[src/rtl/mem_bus_arbiter_pkg.sv]
// Shared types for the memory bus arbiter slice.
//   state_e : arbiter FSM states (IDLE/ADDR/RESP/DONE)
//   owner_e : which requester owns the outstanding transaction
package mem_bus_arbiter_pkg;

  typedef enum logic [1:0] {
    IDLE = 2'd0,
    ADDR = 2'd1,
    RESP = 2'd2,
    DONE = 2'd3
  } state_e;

  typedef enum logic {
    OWNER_INST = 1'b0,
    OWNER_DATA = 1'b1
  } owner_e;

endpackage

[src/rtl/mem_bus_arbiter_if.sv]
// SRAM-like memory port shared by fetch and data accesses.
//   master : arbiter side (drives req/wr/wstrb/addr/wdata, takes handshakes + rdata)
//   slave  : memory side
interface mem_bus_arbiter_if #(
  parameter int unsigned AW = 32,
  parameter int unsigned DW = 32
);
  logic            req;
  logic            wr;
  logic [DW/8-1:0] wstrb;
  logic [AW-1:0]   addr;
  logic [DW-1:0]   wdata;
  logic            addr_ok;
  logic            data_ok;
  logic [DW-1:0]   rdata;

  modport master (
    output req, wr, wstrb, addr, wdata,
    input  addr_ok, data_ok, rdata
  );

  modport slave (
    input  req, wr, wstrb, addr, wdata,
    output addr_ok, data_ok, rdata
  );
endinterface

[src/rtl/mem_bus_arbiter_arb_rr2.sv]
// Two-way round-robin selector.
//   req[0]     : instruction fetch request
//   req[1]     : data request
//   last_grant : owner of the previous grant
//   grant      : one-hot grant (bit order matches req); zero when no request
module arb_rr2
  import mem_bus_arbiter_pkg::*;
(
  input  logic [1:0] req,
  input  owner_e     last_grant,
  output logic [1:0] grant
);

  always_comb begin
    grant = '0;
    case (req)
      2'b01:   grant = 2'b01;
      2'b10:   grant = 2'b10;
      // Contention: favour whoever did not win last time.
      2'b11:   grant = (last_grant == OWNER_INST) ? 2'b10 : 2'b01;
      default: grant = '0;
    endcase
  end

endmodule

[src/rtl/mem_bus_arbiter.sv]
// Shares one SRAM-like memory port between instruction fetch and MEM-stage
// data access. One transaction outstanding at a time; round-robin on contention.
// Ports:
//   clk, rst           : clock, asynchronous active-low reset
//   inst_req/addr      : fetch request level + address; inst_ok/inst_rdata on completion
//   data_req/wr/wstrb/addr/wdata : data request; data_ok/data_rdata on completion
//   stall_inst/data    : request pending and not completing this cycle
//   mem                : memory port (master side)
module mem_bus_arbiter
  import mem_bus_arbiter_pkg::*;
#(
  parameter int unsigned AW = 32,
  parameter int unsigned DW = 32
) (
  input  logic               clk,
  input  logic               rst,
  input  logic               inst_req,
  input  logic [AW-1:0]      inst_addr,
  output logic [DW-1:0]      inst_rdata,
  output logic               inst_ok,
  input  logic               data_req,
  input  logic               data_wr,
  input  logic [DW/8-1:0]    data_wstrb,
  input  logic [AW-1:0]      data_addr,
  input  logic [DW-1:0]      data_wdata,
  output logic [DW-1:0]      data_rdata,
  output logic               data_ok,
  output logic               stall_inst,
  output logic               stall_data,
  mem_bus_arbiter_if.master  mem
);

  localparam int unsigned SW = DW / 8;

  state_e          state_q, state_d;
  owner_e          owner_q, owner_d;
  owner_e          last_grant_q, last_grant_d;
  logic [AW-1:0]   addr_q, addr_d;
  logic            wr_q, wr_d;
  logic [SW-1:0]   wstrb_q, wstrb_d;
  logic [DW-1:0]   wdata_q, wdata_d;
  logic [DW-1:0]   inst_rdata_q, inst_rdata_d;
  logic [DW-1:0]   data_rdata_q, data_rdata_d;
  logic [1:0]      grant;

  arb_rr2 u_arb_rr2 (
    .req        ({data_req, inst_req}),
    .last_grant (last_grant_q),
    .grant      (grant)
  );

  always_comb begin
    state_d      = state_q;
    owner_d      = owner_q;
    last_grant_d = last_grant_q;
    addr_d       = addr_q;
    wr_d         = wr_q;
    wstrb_d      = wstrb_q;
    wdata_d      = wdata_q;
    inst_rdata_d = inst_rdata_q;
    data_rdata_d = data_rdata_q;

    case (state_q)
      IDLE: begin
        if (grant[1]) begin
          owner_d      = OWNER_DATA;
          last_grant_d = OWNER_DATA;
          addr_d       = data_addr;
          wr_d         = data_wr;
          wstrb_d      = data_wstrb;
          wdata_d      = data_wdata;
          state_d      = ADDR;
        end else if (grant[0]) begin
          owner_d      = OWNER_INST;
          last_grant_d = OWNER_INST;
          addr_d       = inst_addr;
          wr_d         = 1'b0;
          wstrb_d      = '0;
          wdata_d      = '0;
          state_d      = ADDR;
        end
      end
      // addr_ok wins over a simultaneous data_ok: data is only taken in RESP.
      ADDR: if (mem.addr_ok) state_d = RESP;
      RESP: begin
        if (mem.data_ok) begin
          if (owner_q == OWNER_DATA) data_rdata_d = mem.rdata;
          else                       inst_rdata_d = mem.rdata;
          state_d = DONE;
        end
      end
      // No grant here: the finishing requester may still hold its req high.
      DONE: state_d = IDLE;
      default: state_d = IDLE;
    endcase
  end

  always_ff @(posedge clk or negedge rst) begin
    if (!rst) begin
      state_q      <= IDLE;
      owner_q      <= OWNER_INST;
      last_grant_q <= OWNER_INST;
      addr_q       <= '0;
      wr_q         <= 1'b0;
      wstrb_q      <= '0;
      wdata_q      <= '0;
      inst_rdata_q <= '0;
      data_rdata_q <= '0;
    end else begin
      state_q      <= state_d;
      owner_q      <= owner_d;
      last_grant_q <= last_grant_d;
      addr_q       <= addr_d;
      wr_q         <= wr_d;
      wstrb_q      <= wstrb_d;
      wdata_q      <= wdata_d;
      inst_rdata_q <= inst_rdata_d;
      data_rdata_q <= data_rdata_d;
    end
  end

  assign mem.req   = (state_q == ADDR);
  // Write qualifiers are gated so the port never shows a write without a request.
  assign mem.wr    = wr_q & mem.req;
  assign mem.wstrb = mem.req ? wstrb_q : '0;
  assign mem.addr  = addr_q;
  assign mem.wdata = wdata_q;

  assign inst_ok    = (state_q == DONE) && (owner_q == OWNER_INST);
  assign data_ok    = (state_q == DONE) && (owner_q == OWNER_DATA);
  assign inst_rdata = inst_rdata_q;
  assign data_rdata = data_rdata_q;

  assign stall_inst = inst_req & ~inst_ok;
  assign stall_data = data_req & ~data_ok;

endmodule

[src/flat_wrapper.sv]
// flat-port wrapper written by rule: the top's interface ports become plain ports
module mem_bus_arbiter_flat import mem_bus_arbiter_pkg::*;
#(
  parameter int unsigned AW = 32,
  parameter int unsigned DW = 32
)
  (clk, rst, inst_req, inst_addr, inst_rdata, inst_ok, data_req, data_wr, data_wstrb, data_addr, data_wdata, data_rdata, data_ok, stall_inst, stall_data, mem_req, mem_wr, mem_wstrb, mem_addr, mem_wdata, mem_addr_ok, mem_data_ok, mem_rdata);
  mem_bus_arbiter_if #(.AW(AW), .DW(DW)) mem_i ();
  input  logic clk;
  input  logic rst;
  input  logic inst_req;
  input  logic [AW-1:0] inst_addr;
  output logic [DW-1:0] inst_rdata;
  output logic inst_ok;
  input  logic data_req;
  input  logic data_wr;
  input  logic [DW/8-1:0] data_wstrb;
  input  logic [AW-1:0] data_addr;
  input  logic [DW-1:0] data_wdata;
  output logic [DW-1:0] data_rdata;
  output logic data_ok;
  output logic stall_inst;
  output logic stall_data;
  output wire logic [$bits(mem_i.req)-1:0] mem_req;
  output wire logic [$bits(mem_i.wr)-1:0] mem_wr;
  output wire logic [$bits(mem_i.wstrb)-1:0] mem_wstrb;
  output wire logic [$bits(mem_i.addr)-1:0] mem_addr;
  output wire logic [$bits(mem_i.wdata)-1:0] mem_wdata;
  input wire logic [$bits(mem_i.addr_ok)-1:0] mem_addr_ok;
  input wire logic [$bits(mem_i.data_ok)-1:0] mem_data_ok;
  input wire logic [$bits(mem_i.rdata)-1:0] mem_rdata;
  assign mem_req = mem_i.req;
  assign mem_wr = mem_i.wr;
  assign mem_wstrb = mem_i.wstrb;
  assign mem_addr = mem_i.addr;
  assign mem_wdata = mem_i.wdata;
  assign mem_i.addr_ok = mem_addr_ok;
  assign mem_i.data_ok = mem_data_ok;
  assign mem_i.rdata = mem_rdata;
  mem_bus_arbiter #(.AW(AW), .DW(DW)) u_core (.clk(clk), .rst(rst), .inst_req(inst_req), .inst_addr(inst_addr), .inst_rdata(inst_rdata), .inst_ok(inst_ok), .data_req(data_req), .data_wr(data_wr), .data_wstrb(data_wstrb), .data_addr(data_addr), .data_wdata(data_wdata), .data_rdata(data_rdata), .data_ok(data_ok), .stall_inst(stall_inst), .stall_data(stall_data), .mem(mem_i));
endmodule
[config.mk]
export PLATFORM = sky130hd
export DESIGN_NAME = mem_bus_arbiter_flat
export DESIGN_NICKNAME = d
export VERILOG_FILES = /design/src/rtl/mem_bus_arbiter_pkg.sv /design/src/rtl/mem_bus_arbiter_if.sv /design/src/rtl/mem_bus_arbiter_arb_rr2.sv /design/src/rtl/mem_bus_arbiter.sv /design/src/flat_wrapper.sv
export SDC_FILE = /design/constraint.sdc
export NUM_CORES = 1
export LEC_CHECK = 0
export CAP_MARGIN = 20
export CORE_ASPECT_RATIO = 2
export CORE_MARGIN = 2
export CORE_UTILIZATION = 36
export DETAILED_ROUTE_END_ITERATION = 8
export MAX_ROUTING_LAYER = met4
export PLACE_DENSITY = 0.8
export SYNTH_ARGS = -nofsm -noshare
export SYNTH_HDL_FRONTEND = slang
export SYNTH_SLANG_ARGS = --single-unit
[constraint.sdc]
create_clock -name clk -period 1.6 [get_ports clk]
set_input_delay 0.24 -clock clk [delete_from_list [all_inputs] [get_ports clk]]
set_output_delay 0.24 -clock clk [all_outputs]
set_load 0.005 [all_outputs]
# Word level (Yosys, flattened, before mapping)
# Cells that the tools add are included.
[totals] mem_bits_ro=0 mem_bits_rw=0 latch_bits=0 ff_bits=136 word_cells=48 inputBits=139 n_memories=0 out_inout_bits=138
[classes] n_mux=17 n_eq_ne=9 n_shift=0 div_mod_pow=0 reduce_logical=8 add_sub_neg=0 magnitude_cmp=0 n_bitwise=6 multipliers=0
[ops] cell="two-way mux 32 bit" count=4
[ops] cell="two-way mux 4 bit" count=3
[ops] cell="two-way mux 2 bit" count=5
[ops] cell="AND reduction 3 bit" count=3
[ops] cell="equality test 2 bit, second input constant" count=4
[ops] cell="case mux 2 bit (4 select lines)" count=1
[ops] cell="case mux 2 bit (3 select lines)" count=1
[ops] cell="equality test 2 x 1 -> 1 bit, second input constant" count=2
[ops] cell="!= test 2 bit, second input constant" count=2
[ops] cell="AND 1 bit" count=3
[ops] cell="two-way mux 1 bit" count=3
[ops] cell="!= test 3 x 1 -> 1 bit, second input constant" count=1
[ops] cell="inverter 1 bit" count=3
[ops] cell="logical AND 1 bit" count=2
[ops] cell="logical NOT 2 bit" count=1
[ops] cell="AND reduction 2 bit" count=1
[ops] cell="nonzero test 2 bit" count=1

# Logic depth before layout (Yosys ltp)
# Gate-level depths: netlist of run 1.
[depth] word_depth=5 ltp_mapped=6 mapped_depth_nobuf=5

# Modules after synthesis
# From an unflattened synthesis of run 1, not the netlist that was laid out.
[unflattened] cells_unflattened=468 area_unflattened_um2=5541.6
[by_module_without_submodules] module="mem_bus_arbiter" area_each_um2=5522.8 seq_area_each_um2=3403.3 instances=1 cells_each=465
[by_module_without_submodules] module="arb_rr2" area_each_um2=18.8 seq_area_each_um2=0.0 instances=1 cells_each=3

# Worst setup path before layout of run 1
# Ideal clock, no wire load.
[synth_path] path_type="flip-flop to flip-flop" start="register u_core.state_q[1]" end="register u_core.state_q[1]" n_path_buf=0 arrival_ns=1.419 t_required_ns=1.475 synth_period_minus_slack_ns=1.544 setup_slack_ns=0.056 setup_ns=0.125 path_stages_with_launch=6 cell_sequence="dfrtp_1 inv_1 ha_1 nor2b_1 a221oi_1 mux2_2"
[synth_via] elab_chain_len=3 elab_cells_between_ends=9 classes_between="eq/ne: 6; mux: 1; reduce/logical: 2"
[synth_rtl] element="from (decl)" line_no="mem_bus_arbiter.sv:35" rtl="state_e state_q, state_d;"
[synth_rtl] element="from (signal assigned)" line_no="mem_bus_arbiter.sv:110" rtl="state_q <= state_d;"
[synth_rtl] element="equality test 2 x 1 -> 1 bit *"
[synth_rtl] element="named net mem_req" line_no="flat_wrapper.sv:24" rtl="output wire logic [$bits(mem_i.req)-1:0] mem_req;"
[synth_rtl] element="!= test 2 bit (no line)"
[synth_rtl] element="AND reduction 3 bit (no line)"
# Mark *: on every way through the listed nets, which the timed path passes. The rest lies on a longest branch.
# A chain may end at the register's enable or synchronous reset.

# Worst setup path in the final report of run 1
[layout_path] start="register u_core.state_q[1]" end="output port mem_wstrb[1]"
[layout_via] elab_chain_len=2
[layout_rtl] element="equality test 2 x 1 -> 1 bit" line_no="mem_bus_arbiter.sv:122" rtl="assign mem.req = (state_q == ADDR);"
[layout_rtl] element="two-way mux 4 bit" line_no="mem_bus_arbiter.sv:125" rtl="assign mem.wstrb = mem.req ? wstrb_q : '0;"
[layout_rtl] element="to (decl)" line_no="flat_wrapper.sv:26" rtl="output wire logic [$bits(mem_i.wstrb)-1:0] mem_wstrb;"
# Every way passes these cells.

==> impl_metrics.csv, run 1 <==
group,metric,value,unit
status,outcome,"complete, but fails checks",
status,failed_checks,"negative setup slack",
layout,nets,854,
layout,syn2layout_area_growth,71.6,%
setup_path,reg2reg_slack,-0.05,ns
setup_path,cp-end-kind,"output port",
timing,finalMaxSlewViolations,0,
timing,relSlewSlack,74.2,%
routing,vias,4625,
yosys,ys_seq_area_share,63.5,%
yosys,synth_area_leaders,"dfrtp_1, mux2_2, a22o_1, a21oi_1, nor2_1",
setup_path,cp-start-kind,"flip-flop",
yosys,yosys_warnings,0,
clock_tree,clk_latency,0.41,ns
yosys,avgSynthCellArea,12.8,sq um
grt,grt_util_all_layers,21.1,%
routing,drtIter0Drc,157,
yosys,synth_cells,420,
yosys,synth_area,5360,sq um
timing,rsz0062_at_grt,"true",
yosys,synth_top_area_cell,"dfrtp_1",
clock_tree,cts_sinks,136,
setup_path,cp_max_fo,6,
yosys,synth_common_cells,"dfrtp_1, mux2_2, a21oi_1, a22o_1, nor2_1",
grt,grt_max_degree,40,
routing,drt_pass1_iterations,4,
yosys,synth_ff_type,"dfrtp_1",
yosys,yosysMostFrequentCell,"dfrtp_1",
clock_tree,cts_buffers,17,
clock_tree,htreeDepth,4,
grt,grt_pass1_vias,4973,
yosys,synthesis.nets,563,
clock_tree,cts_root_buf,"clkbuf_16",
timing,fin_crit,1.68,ns
routing,antenna_left,0,
setup_path,startpoint,"u_core.state_q[1]$_DFFE_PN0P_",
clock_tree,clk_pin_slew,0.06,ns
placed_design,postPlaceCellArea,8500,sq um
pwr,leakagePower,3.97,nW
layout,diodes,0,
pwr,p_per_area,1920,nW/um^2
yosys,yosysTopAreaCellShare,63.5,%
routing,detail_route.wl_per_cell,17.8,um
die,start_util,36.6,%
routing,vias_per_cell,5.04,
timing,min_period_over_period,105,%
die,die_w,90.3,um
timing,tightest_slew,0.388,ns
timing,fmax,0.597,GHz
die,num_rows,63,
setup_path,crit_required,1.36,ns
yosys,synth_edf_count,0,
layout,drive_above_1_share,19.9,%
clock_tree,cts_max_path_buffers,2,
pwr,ir_drop,0.00126,V
routing,routed_wirelength,16300,um
die,coreArea,14700,sq um
setup_path,r2r_cells,5,
routing,route.detailed.drc,0,
setup_path,crit_arrival,1.44,ns
die,die-area,15900,sq um
setup_path,timing.rr.start,"u_core.state_q[0]$_DFFE_PN0P_",
placed_design,io_buffers,276,
setup_path,crit_type,"flip-flop to output port",
die,die_h,177,um
timing,setup_viol,53,
clock_tree,cts_tree,"done",
yosys,yosysUniqueCellTypes,24,
job,drv_cap,0,
layout,finalInstanceArea,9200,sq um
yosys,synthArstFlopShare,100,%
timing,final.setup.worst_slack,-0.0760,ns
setup_path,r2r_end,"u_core.data_rdata[19]$_DFFE_PN0P_",
hold_path,hold_path.class,"input pin to asynchronous set/reset pin",
placed_design,hpwl,11600,um
grt,grt_overflow,0,
yosys,ys_ff_latch,136,
grt,grt_antenna_before_repair,0,
die,pin_count,277,
timing,finalSetupTns,-1.14,ns
timing,hold_violations,0,
timing,finClkSkew,0.00953,ns
placed_design,gp_congestion,0.798,
grt,grt_pass1_wl,25500,um
-- layer usage --
layer	vias up	part of all wire [%]	track usage, %
li1	2067	-	-
met1	2251	40	24.7
met2	287	49	34.6
met3	20	9.3	6.57
met4	0	1.5	7.37
met5	-	0	-
-- sequential cells by signal (all words and copies together) (netlist names) --
name / flops
u_core.mem.addr: 32
u_core.mem.wdata: 32
u_core.wstrb_q: 4
u_core.data_rdata: 32
u_core.inst_rdata: 32
u_core.last_grant_q: 1
u_core.state_q: 2
u_core.wr_q: 1
-- layout make-up --
class	instances	area, sq um
Clock buffer	19	453
Clock inverter	11	103
Fill cell	1157	5460
Inverter	3	11.3
Multi-Input combinational cell	255	1920
Tap cell	195	244
Sequential cell	136	3410
Timing Repair Buffer	298	3060
-- placed cells by master, fill, tap and decap left out, types with 2 or more instances in the layout --
cell type | netlist | layout
ha_4 | 0 | 4
clkbuf_8 | 0 | 2
clkinv_2 | 0 | 3
dlygate4sd2_1 | 0 | 4
buf_2 | 14 | 5
and2_4 | 0 | 4
dfrtp_2 | 0 | 2
nor2_1 | 33 | 33
nor2b_1 | 4 | 3
buf_12 | 0 | 10
a21oi_1 | 64 | 64
clkbuf_16 | 0 | 18
dfrtp_1 | 136 | 134
buf_4 | 1 | 8
and2_1 | 7 | 3
clkinv_4 | 0 | 4
mux2_4 | 0 | 2
clkdlybuf4s50_1 | 0 | 259
a22o_1 | 37 | 37
clkinvlp_4 | 0 | 3
buf_6 | 2 | 7
inv_1 | 3 | 2
nand2_1 | 32 | 32
dlymetal6s2s_1 | 0 | 2
mux2_2 | 65 | 63
-- stage by stage --
step	std cells	power (mW)	util [%]	setup slack (ns)	hold slack, ns
2_1_floorplan	420	8.91	-	0.0559	-0.0556
6_report	917	17.7	62.7	-0.0760	0.331
5_1_grt	917	18.7	62.7	-0.137	0.342
3_3_place_gp	881	13.5	57.9	-0.0928	0.183
4_1_cts	915	17.7	62.3	-0.116	0.317
3_5_place_dp	881	13.8	57.9	-0.133	0.183
-- power by group --
group | switching, mW | internal [mW] | total, mW
combinational | 2.76 | 5.05 | 7.81
clock | 1.43 | 2.20 | 3.63
sequential | 1.03 | 5.18 | 6.21
total | 5.23 | 12.4 | 17.7
-- cell families after synthesis --
family | count (synthesis) | synth area share, %
buffers and inverters | 29 | 2.71
flip-flops | 136 | 63.5
adder cells (fa/ha/maj) | 4 | 0.934
AO/OA/AOI/OAI | 108 | 13.1
multiplexers | 65 | 13.7
AND/OR/NAND/NOR | 78 | 6.07
-- worst max-delay path: stages (launching register included) --
cell,delay [ns]
dfrtp_2,0.44
inv_2,0.09
ha_4,0.17
buf_6,0.11
and2_4,0.13
buf_6,0.08
-- repair_timing --
action,in CTS,in global routing
setup endpoints to repair,34,83
hold buffers,1,0
setup buffers,4,1
hold endpoints to repair,36,0
resized for setup,63,9
gates cloned,0,1
pin swaps,3,2
-- worst max path at each step --
stage	cells past startpoint	to	slack (ns)
after floorplan	5	u_core.state_q[1]$_DFFE_PN0P_	0.06
after global placement	3	stall_inst	-0.09
after detailed placement	5	u_core.mem.wdata[14]$_DFFE_PN0P_	-0.13
after CTS	5	mem_wstrb[3]	-0.12
after global routing	5	mem_wstrb[1]	-0.14
final	5	mem_wstrb[1]	-0.08
Power figures use the tool's default switching activity.
==> inputs of run 2 (changes only) <==
--- a/config.mk
+++ b/config.mk
@@ -10,6 +10,7 @@
 export CORE_MARGIN = 2
 export CORE_UTILIZATION = 36
 export DETAILED_ROUTE_END_ITERATION = 8
+export GPL_ROUTABILITY_DRIVEN = 0
 export MAX_ROUTING_LAYER = met4
 export PLACE_DENSITY = 0.8
 export SYNTH_ARGS = -nofsm -noshare
==> results of run 2 <==
Same layout as run 1: the final DEF is identical, and so are final timing and power.
==> inputs of run 3 (changes only) <==
--- a/config.mk
+++ b/config.mk
@@ -5,6 +5,7 @@
 export SDC_FILE = /design/constraint.sdc
 export NUM_CORES = 1
 export LEC_CHECK = 0
+export ABC_AREA = 0
 export CAP_MARGIN = 20
 export CORE_ASPECT_RATIO = 2
 export CORE_MARGIN = 2
@@ -12,7 +13,8 @@
 export DETAILED_ROUTE_END_ITERATION = 8
 export GPL_ROUTABILITY_DRIVEN = 0
 export MAX_ROUTING_LAYER = met4
-export PLACE_DENSITY = 0.8
+export PLACE_DENSITY_LB_ADDON = 0.25
+export SLEW_MARGIN = 20
 export SYNTH_ARGS = -nofsm -noshare
 export SYNTH_HDL_FRONTEND = slang
 export SYNTH_SLANG_ARGS = --single-unit
==> impl_metrics.csv, run 3 (synthesis gave the netlist of run 1 again) <==
group,metric,value,unit
status,outcome,"complete, but fails checks",
status,failed_checks,"negative setup slack",
job,drv_cap,0,
grt,grt_antenna_before_repair,0,
pwr,intPower,14.1,mW
placed_design,io_buffers,276,
setup_path,cp-end-kind,"output port",
timing,min_period_over_period,108,%
clock_tree,cts_sinks,136,
layout,final_common_cell,"clkdlybuf4s50_1",
setup_path,cp-start-kind,"flip-flop",
timing,fmax,0.577,GHz
clock_tree,htreeDepth,4,
layout,drive_above_1_share,28.9,%
routing,drt_pass1_iterations,4,
clock_tree,clk_pin_slew,0.06,ns
die,die-area,15900,sq um
timing,relSlewSlack,77.5,%
pwr,p_total,20.0,mW
routing,antenna_left,0,
routing,vias_per_cell,4.96,
setup_path,crit_required,1.36,ns
timing,finalMaxSlewViolations,0,
pwr,swShare,29.5,%
timing,rsz0062_at_grt,"true",
layout,syn2layout_area_growth,88.8,%
placed_design,hpwl,11600,um
setup_path,cp_max_fo,6,
clock_tree,cts_tree,"done",
hold_path,hold_path.class,"input pin to asynchronous set/reset pin",
clock_tree,clk_latency,0.41,ns
pwr,seqPwrFrac,30.9,%
layout,nFillCells,1068,
pwr,p_comb_share,48.1,%
timing,finClkSkew,0.00626,ns
die,start_util,36.6,%
setup_path,crit_type,"flip-flop to output port",
clock_tree,cts_root_buf,"clkbuf_16",
pwr,ir_drop,0.000970,V
clock_tree,cts_buffers,17,
pwr,leakagePower,4.37,nW
placed_design,placedCellCount,894,
grt,grt_pass1_vias,5014,
die,num_rows,63,
routing,drtIter0Drc,137,
timing,setup_viol,142,
routing,route.detailed.drc,0,
die,pin_count,277,
layout,stdcell_count,955,
timing,hold_violations,0,
routing,detail_route.wl_per_cell,19.2,um
layout,diodes,0,
grt,grt_overflow,0,
layout,nets,890,
layout,final_cell_mix,"clkdlybuf4s50_1, dfrtp_1, mux2_2, a22o_1, a21oi_1",
layout,fin_util,69.0,%
pwr,p_sw,5.90,mW
grt,grt_max_degree,42,
routing,routed_wirelength,18400,um
die,die_w,90.3,um
grt,grt_pass1_wl,26900,um
timing,fin_crit,1.73,ns
setup_path,reg2reg_slack,-0.11,ns
clock_tree,cts_max_path_buffers,2,
grt,grt_util_all_layers,22.6,%
timing,tightest_slew,0.337,ns
pwr,clockPowerShare,20.9,%
pwr,p_per_area,1980,nW/um^2
routing,vias,4735,
die,die_h,177,um
die,coreArea,14700,sq um
setup_path,crit_arrival,1.49,ns
timing,final.setup.worst_slack,-0.133,ns
==> run 3: cell types whose count changed in the layout (fill, tap and decap cells not counted), moves of 6 or more <==
cell     before  now
a21oi_1      64   37
a21oi_2       0   20
buf_6         7   21
nor2_1       33   24
a21oi_4       0    7
buf_12       10   17
buf_4         8   14
nor2_4        0    6
==> run 3: power groups by stage <==
stage / Combinational, mW / Clock (mW) / Sequential [mW]
after global routing: 10.2 / 4.38 / 6.38
after detailed placement: 7.97 / 0 / 6.12
after CTS: 9.10 / 4.25 / 6.12
after global placement: 7.80 / 0 / 6.07
after floorplan: 2.73 / 0 / 6.18
final: 9.63 / 4.19 / 6.19
==> run 3: worst max-delay path: stages, from the launching register on <==
cell,delay (ns)
dfrtp_2,0.42
buf_6,0.13
ha_4,0.18
buf_6,0.12
and2_4,0.13
buf_6,0.11
==> run 3: final timing paths <==
kind,startpoint,to,cells past startpoint
max,u_core.state_q[0]$_DFFE_PN0P_,mem_wstrb[2],5
min,rst,u_core.data_rdata[5]$_DFFE_PN0P_,2
max reg2reg,u_core.state_q[0]$_DFFE_PN0P_,u_core.data_rdata[5]$_DFFE_PN0P_,8
min reg2reg,u_core.data_rdata[17]$_DFFE_PN0P_,u_core.data_rdata[17]$_DFFE_PN0P_,1
max in group asynchronous,rst,u_core.inst_rdata[14]$_DFFE_PN0P_,3
min in group clk,inst_addr[15],u_core.mem.addr[15]$_DFFE_PN0P_,3
==> run 3: routing by layer <==
layer	GRT usage [%]	wire length [um]	up-vias
met2	36.6	9490	234
li1	-	-	2132
met5	-	0	-
met4	9.04	379	0
met1	27.0	7270	2342
met3	6.19	1230	27
==> run 3: metrics by stage <==
stage               hold WS, ns  instance area, sq um  setup slack [ns]  setup TNS (ns)
floorplan               -0.0556                  5360            0.0559               0
global placement          0.148                  8660            -0.104           -3.33
detailed placement        0.155                  8660            -0.125           -5.56
CTS                       0.278                  9770            -0.134           -9.92
global route              0.330                 10100            -0.173          -15.76
finish                    0.295                 10100            -0.133           -7.85
==> run 3: area by class of cell <==
type                       instances  area [sq um]  share of cell area (%)
tap                              195           244                    2.41
timing repair buffer             334          3680                    36.4
multi-input combinational        255          2140                    21.1
clock inverter                    12           174                    1.72
sequential                       136          3410                    33.7
inverter                           3          16.3                   0.161
clock buffer                      20           457                    4.51
==> run 3: what timing repair did <==
action	4_1_cts	5_1_grt
setup buffers	15	2
endpoints found under the setup margin	80	146
pin swaps	13	44
hold endpoints to repair	28	0
hold buffers	1	0
resized for setup	100	59
gates cloned	7	7
